## src/rtl/rx_frame_sched.sv

```systemverilog
// Store-and-forward sequencer for the receive data/control FIFO pair.
// The write side tracks each frame into a small status queue; the read side releases only whole frames.
module rx_frame_sched #(
  parameter int CNT_W    = 8,
  parameter int FQ_DEPTH = 4,
  parameter int FQ_AW    = 2
) (
  input  logic rxclk_180,
  input  logic reset,
  input  logic receiving,
  input  logic recv_end,
  input  logic frame_err,
  input  logic fifo_full,
  input  logic fifo_empty,
  output logic fifo_wr_en,
  output logic fifo_rd_en,
  input  logic rx_out_ready,
  output logic rx_out_valid,
  output logic rx_sof,
  output logic rx_eof,
  output logic rx_good_frame,
  output logic rx_bad_frame,
  output logic rx_drop,
  output logic rx_overflow
);

  typedef enum logic [1:0] {W_IDLE, W_STORE, W_DROP} wstate_t;
  typedef enum logic {R_IDLE, R_READ} rstate_t;
  typedef logic [FQ_AW:0] qcnt_t;

  localparam qcnt_t FQ_FULL = qcnt_t'(FQ_DEPTH);

  wstate_t          wstate;
  rstate_t          rstate;
  logic [CNT_W-1:0] wcnt;
  logic [CNT_W-1:0] rcnt;
  logic             trunc;
  logic             first;
  logic [FQ_AW:0]   wptr;
  logic [FQ_AW:0]   rptr;
  qcnt_t            count;
  logic [CNT_W-1:0] fq_words [FQ_DEPTH];
  logic [FQ_DEPTH-1:0] fq_bad;

  logic need_wr;
  logic wcnt_max;
  logic lose;
  logic reserve;
  logic end_store;
  logic release_slot;
  logic last_rd;
  logic head_bad;
  logic [CNT_W-1:0] head_words;

  assign need_wr      = receiving & ~recv_end;
  assign wcnt_max     = &wcnt;
  // A saturated word counter is treated like a full FIFO so long frames truncate instead of wrapping.
  assign fifo_wr_en   = reset & (wstate == W_STORE) & need_wr & ~fifo_full & ~trunc & ~wcnt_max;
  assign lose         = (wstate == W_STORE) & need_wr & ~trunc & (fifo_full | wcnt_max);
  assign reserve      = (wstate == W_IDLE) & receiving & (count < FQ_FULL);
  assign end_store    = (wstate == W_STORE) & recv_end;
  assign release_slot = end_store & (wcnt == '0);
  assign head_words   = fq_words[rptr[FQ_AW-1:0]];
  assign head_bad     = fq_bad[rptr[FQ_AW-1:0]];
  assign fifo_rd_en   = reset & (rstate == R_READ) & rx_out_ready & ~fifo_empty & (rcnt != '0);
  assign last_rd      = fifo_rd_en & (rcnt == CNT_W'(1));

  always_ff @(posedge rxclk_180) begin
    if (!reset) begin
      wstate        <= W_IDLE;
      rstate        <= R_IDLE;
      wcnt          <= '0;
      rcnt          <= '0;
      trunc         <= 1'b0;
      first         <= 1'b0;
      wptr          <= '0;
      rptr          <= '0;
      count         <= '0;
      fq_bad        <= '0;
      rx_out_valid  <= 1'b0;
      rx_sof        <= 1'b0;
      rx_eof        <= 1'b0;
      rx_good_frame <= 1'b0;
      rx_bad_frame  <= 1'b0;
      rx_drop       <= 1'b0;
      rx_overflow   <= 1'b0;
    end else begin
      rx_drop <= 1'b0;
      if (lose) begin
        trunc       <= 1'b1;
        rx_overflow <= 1'b1;
      end

      case (wstate)
        W_IDLE: begin
          if (receiving) wstate <= (count < FQ_FULL) ? W_STORE : W_DROP;
        end
        W_STORE: begin
          if (fifo_wr_en) wcnt <= wcnt + 1'b1;
          if (recv_end) begin
            wstate <= W_IDLE;
            wcnt   <= '0;
            trunc  <= 1'b0;
            if (wcnt == '0) begin
              rx_drop     <= 1'b1;
              rx_overflow <= 1'b1;
            end else begin
              fq_words[wptr[FQ_AW-1:0]] <= wcnt;
              fq_bad[wptr[FQ_AW-1:0]]   <= frame_err | trunc;
              wptr                      <= wptr + 1'b1;
            end
          end
        end
        W_DROP: begin
          if (recv_end) begin
            rx_drop     <= 1'b1;
            rx_overflow <= 1'b1;
            wstate      <= W_IDLE;
          end
        end
        default: wstate <= W_IDLE;
      endcase

      // Data appears one cycle after the read strobe, so the framing marks are delayed to match.
      rx_out_valid  <= fifo_rd_en;
      rx_sof        <= fifo_rd_en & first;
      rx_eof        <= last_rd;
      rx_good_frame <= last_rd & ~head_bad;
      rx_bad_frame  <= last_rd & head_bad;

      case (rstate)
        R_IDLE: begin
          if (wptr != rptr) begin
            rcnt   <= head_words;
            first  <= 1'b1;
            rstate <= R_READ;
          end
        end
        R_READ: begin
          if (fifo_rd_en) begin
            rcnt  <= rcnt - 1'b1;
            first <= 1'b0;
            if (rcnt == CNT_W'(1)) begin
              rptr   <= rptr + 1'b1;
              rstate <= R_IDLE;
            end
          end
        end
        default: rstate <= R_IDLE;
      endcase

      count <= count + qcnt_t'(reserve) - qcnt_t'(release_slot) - qcnt_t'(last_rd);
    end
  end

endmodule

```

## config.mk

```make
export PLATFORM = sky130hd
export DESIGN_NAME = rx_frame_sched
export DESIGN_NICKNAME = d
export VERILOG_FILES = /design/src/rtl/rx_frame_sched.sv
export SDC_FILE = /design/constraint.sdc
export NUM_CORES = 1
export LEC_CHECK = 0
export CORE_UTILIZATION = 62
export DETAILED_ROUTE_END_ITERATION = 10
export DONT_BUFFER_PORTS = 1
export PLACE_DENSITY = 0.88
export SKIP_LAST_GASP = 1
export SLEW_MARGIN = 20
export SYNTH_ARGS = -nofsm -noshare
export SYNTH_HDL_FRONTEND = slang
export SYNTH_SLANG_ARGS = --single-unit
```

## constraint.sdc

```tcl
create_clock -name rxclk_180 -period 3.8 [get_ports rxclk_180]
set_input_delay 1.14 -clock rxclk_180 [delete_from_list [all_inputs] [get_ports rxclk_180]]
set_output_delay 1.14 -clock rxclk_180 [all_outputs]
set_load 0.02 [all_outputs]
```

==> impl_metrics.tcl <==
set metrics [dict create \
    status "finished clean" \
    worst-path-buf-inv 1 \
    cp_max_fo 11 \
    area_growth_pct 8.77 \
    finalWirelength_mm 6.43 \
    fmax_ghz 0.330 \
    hold_buffers 0 \
    max_slew_margin_pct 45.5 \
    initial_core_util_pct 64.8 \
    finalCritPeriodShare_pct 79.7 \
    cts_sinks 75 \
    reg2reg_from "rcnt[0]" \
    first_global_vias 2215 \
    cts_buffers 9 \
    cts_buffer_depth 2 \
    overflow 0 \
    clk_pin_slew_ps 70 \
    cell_internal_pwr_mw 1.31 \
    drtIter0Drc 208 \
    netlist.area_leader.share_pct 28.7 \
    ys.flop_type "dfxtp_1" \
    cts.htree.levels 3 \
    nets 324 \
    hold_depth 1 \
    ff_latch_area_um2 1820 \
    combPwrFrac_pct 5.4 \
    synth_cell_type_count 51 \
    seq_area_frac_synth_pct 54.3 \
    hp-class "reg -> reg" \
    min-delay-start "first" \
    yosys-top-cells-area "edfxtp_1 (29%), dfxtp_1 (26%), mux4_2 (6.0%), ha_1 (5.6%), a21oi_1 (3.1%)" \
    row_count 26 \
    fill_cells 323 \
    final.setup.tns_ps 0 \
    critPathArrivalTime_ps 1890 \
    maxCapViolations 0 \
    path_cells "nand4b_1 -> a31o_2 -> clkinv_1" \
    place_congestion 0.855 \
    setup_violations 0 \
    switching_share_pct 20.9 \
    criticalPathCategory "in -> out" \
    core_um2 5170 \
    p_per_area_nw_per_um2 453 \
    grt_pass1_wl_mm 10.1 \
    drc 0 \
    startpoint_type "input port" \
    die_area_um2 5710 \
    fin_skew_ps 8.50 \
    drive_above_1_share_pct 12.1 \
    die-height_um 75.5 \
    cpLargestDelayFamily "compound AO/OA/AOI/OAI gates" \
    cp.depth 3 \
    reg2reg_to "count[2]" \
    place_hpwl_mm 4.40 \
    rrSetupSlack_ps 860 \
    vias_per_cell 6.17 \
    ys_seq_elements 75 \
    die_w_um 75.5 \
    first_pass_iters 4 \
    async_flop_share_pct 0 \
    seq_power_share_pct 51.9 \
    track_usage_pct 24.8 \
    tightestPinTransition_ps 816 \
    final_hold_viol_count 0 \
    syn_area_per_cell_um2 11.3 \
    post_cts_buffers 0 \
    whs_ps 464 \
    cpMaxStageDelayCell "a31o_2" \
    vias 2315 \
    antenna_found_initial 0 \
    clkPwrFrac_pct 42.6 \
    synthesis.area_um2 3350 \
    port_buffers 0 \
    cts_tree "done" \
    ioPinCount 17 \
    max_stage_delay_ps 320 \
    end_kind "output port" \
    period_needed_ps 3030 \
    synth_edf_count 32 \
    yosysWarnings 0 \
    post_cts_resized 0 \
    r2r_cells 11 \
    wl_per_cell_um 17.2 \
    ant_nets 0 \
    p_sw_uw 346 \
    irDropWorstVdd_v 0.000236 \
    clock_latency_ps 350 \
    num_antenna_cells 0 \
    finalMaxSlewViolations 0 \
    cts_root_buf "clkbuf_8" \
    synth.most_common_cell "dfxtp_1" \
    multiInputGateArea_um2 1390 \
    synth_cells 298 \
    grt_start_max_net_pins 25 \
    p_leak_nw 1.33 \
    yosysTopAreaCell "edfxtp_1" \
    rsz0062_at_grt "false" \
    hold_end "rx_sof" \
    yosys-top-cells-count "dfxtp_1 (43), edfxtp_1 (32), inv_1 (24)" \
    worst_ep_required_time_ps 2660 \
    syn_nets 322 \
]
## through the flow
step | power, mW | area (µm²) | util (%) | instances | worst slack (ps)
5_1_grt | 1.70 | 3650 | 70.5 | 375 | 680
3_3_place_gp | 0.960 | 3410 | 66.0 | 359 | 513
6_report | 1.65 | 3650 | 70.5 | 375 | 770
2_1_floorplan | 0.949 | 3350 | - | 298 | 465
3_5_place_dp | 0.967 | 3410 | 66.0 | 359 | 482
4_1_cts | 1.66 | 3650 | 70.5 | 375 | 774
## worst reg2reg max path: cells and delay by family, from the launching register on
family | cells | cell delay, ps
xor+xnor | 1 | 120
fa+ha+maj | 4 | 1010
flops | 1 | 420
simple gates | 3 | 880
buf+inv | 3 | 360
## layout by cell type, fill, tap and decap left out, types with 3 or more instances in the layout
cell      Yosys  final
or4_1         5      5
edfxtp_1     32     32
and2_1        6      6
a21oi_1      21     21
clkinv_1      1      3
o21ai_0       5      5
ha_1         15     15
o22ai_1       6      6
buf_4         1      3
dfxtp_1      43     43
clkbuf_8      0     10
xnor2_1       8      8
nand3_1      10     10
and3_1        4      4
a311oi_1      4      4
or3_1         3      3
nand4_1       5      5
a31o_2        4      4
a31oi_1       3      3
mux4_2        9      9
inv_1        24     24
nor2_1       21     21
o31ai_1       4      4
or3b_2        3      3
nand2_1      17     17
## cell families after synthesis
group | Yosys count | synth area share [%]
AO/OA/AOI/OAI | 61 | 12.0
XOR/XNOR | 9 | 2.35
adder cells (fa/ha/maj) | 16 | 6.19
buffers and inverters | 37 | 4.33
flip-flops | 75 | 54.3
multiplexers | 10 | 6.34
AND/OR/NAND/NOR | 90 | 14.4
## power groups by stage
stage	registers, mW	logic, mW	clock network (mW)
global route	0.861	0.103	0.739
global placement	0.876	0.0838	0
floorplan	0.874	0.0748	0
CTS	0.859	0.0906	0.713
finish	0.859	0.0894	0.705
detailed placement	0.877	0.0899	0
## worst max path at each step
stage	startpoint	to	slack, ps
after global routing	rcnt[2]	fifo_rd_en	680
after CTS	fifo_empty	fifo_rd_en	770
after floorplan	reset	count[1]	460
after global placement	fifo_empty	count[1]	510
final	fifo_empty	fifo_rd_en	770
after detailed placement	fifo_empty	count[2]	480
## cell type report
type                    instances  share of cell area [%]
clock inverters                 5                    1.99
well taps                      70                    2.40
repair buffers                  3                   0.617
multi-input cells             186                    38.0
inverters                      25                    2.57
clock buffers                  11                    4.46
flip-flops and latches         75                    49.9
## flip-flops by register name, summed over array words and instances (netlist names), 2 cells and up, named ones only
register and count:
fq_words 32, rcnt 8, wcnt 8, fq_bad 4, count 3, rptr 3
wptr 3, wstate 2
## routing by layer
layer	wire (µm)	vias to the layer above	global-route usage, %
met3	310	19	5.69
met5	0	-	0
met4	176	0	13.0
met2	3200	77	42.5
met1	2750	1105	29.3
li1	-	1114	-
(Power assumes the default switching activity.)
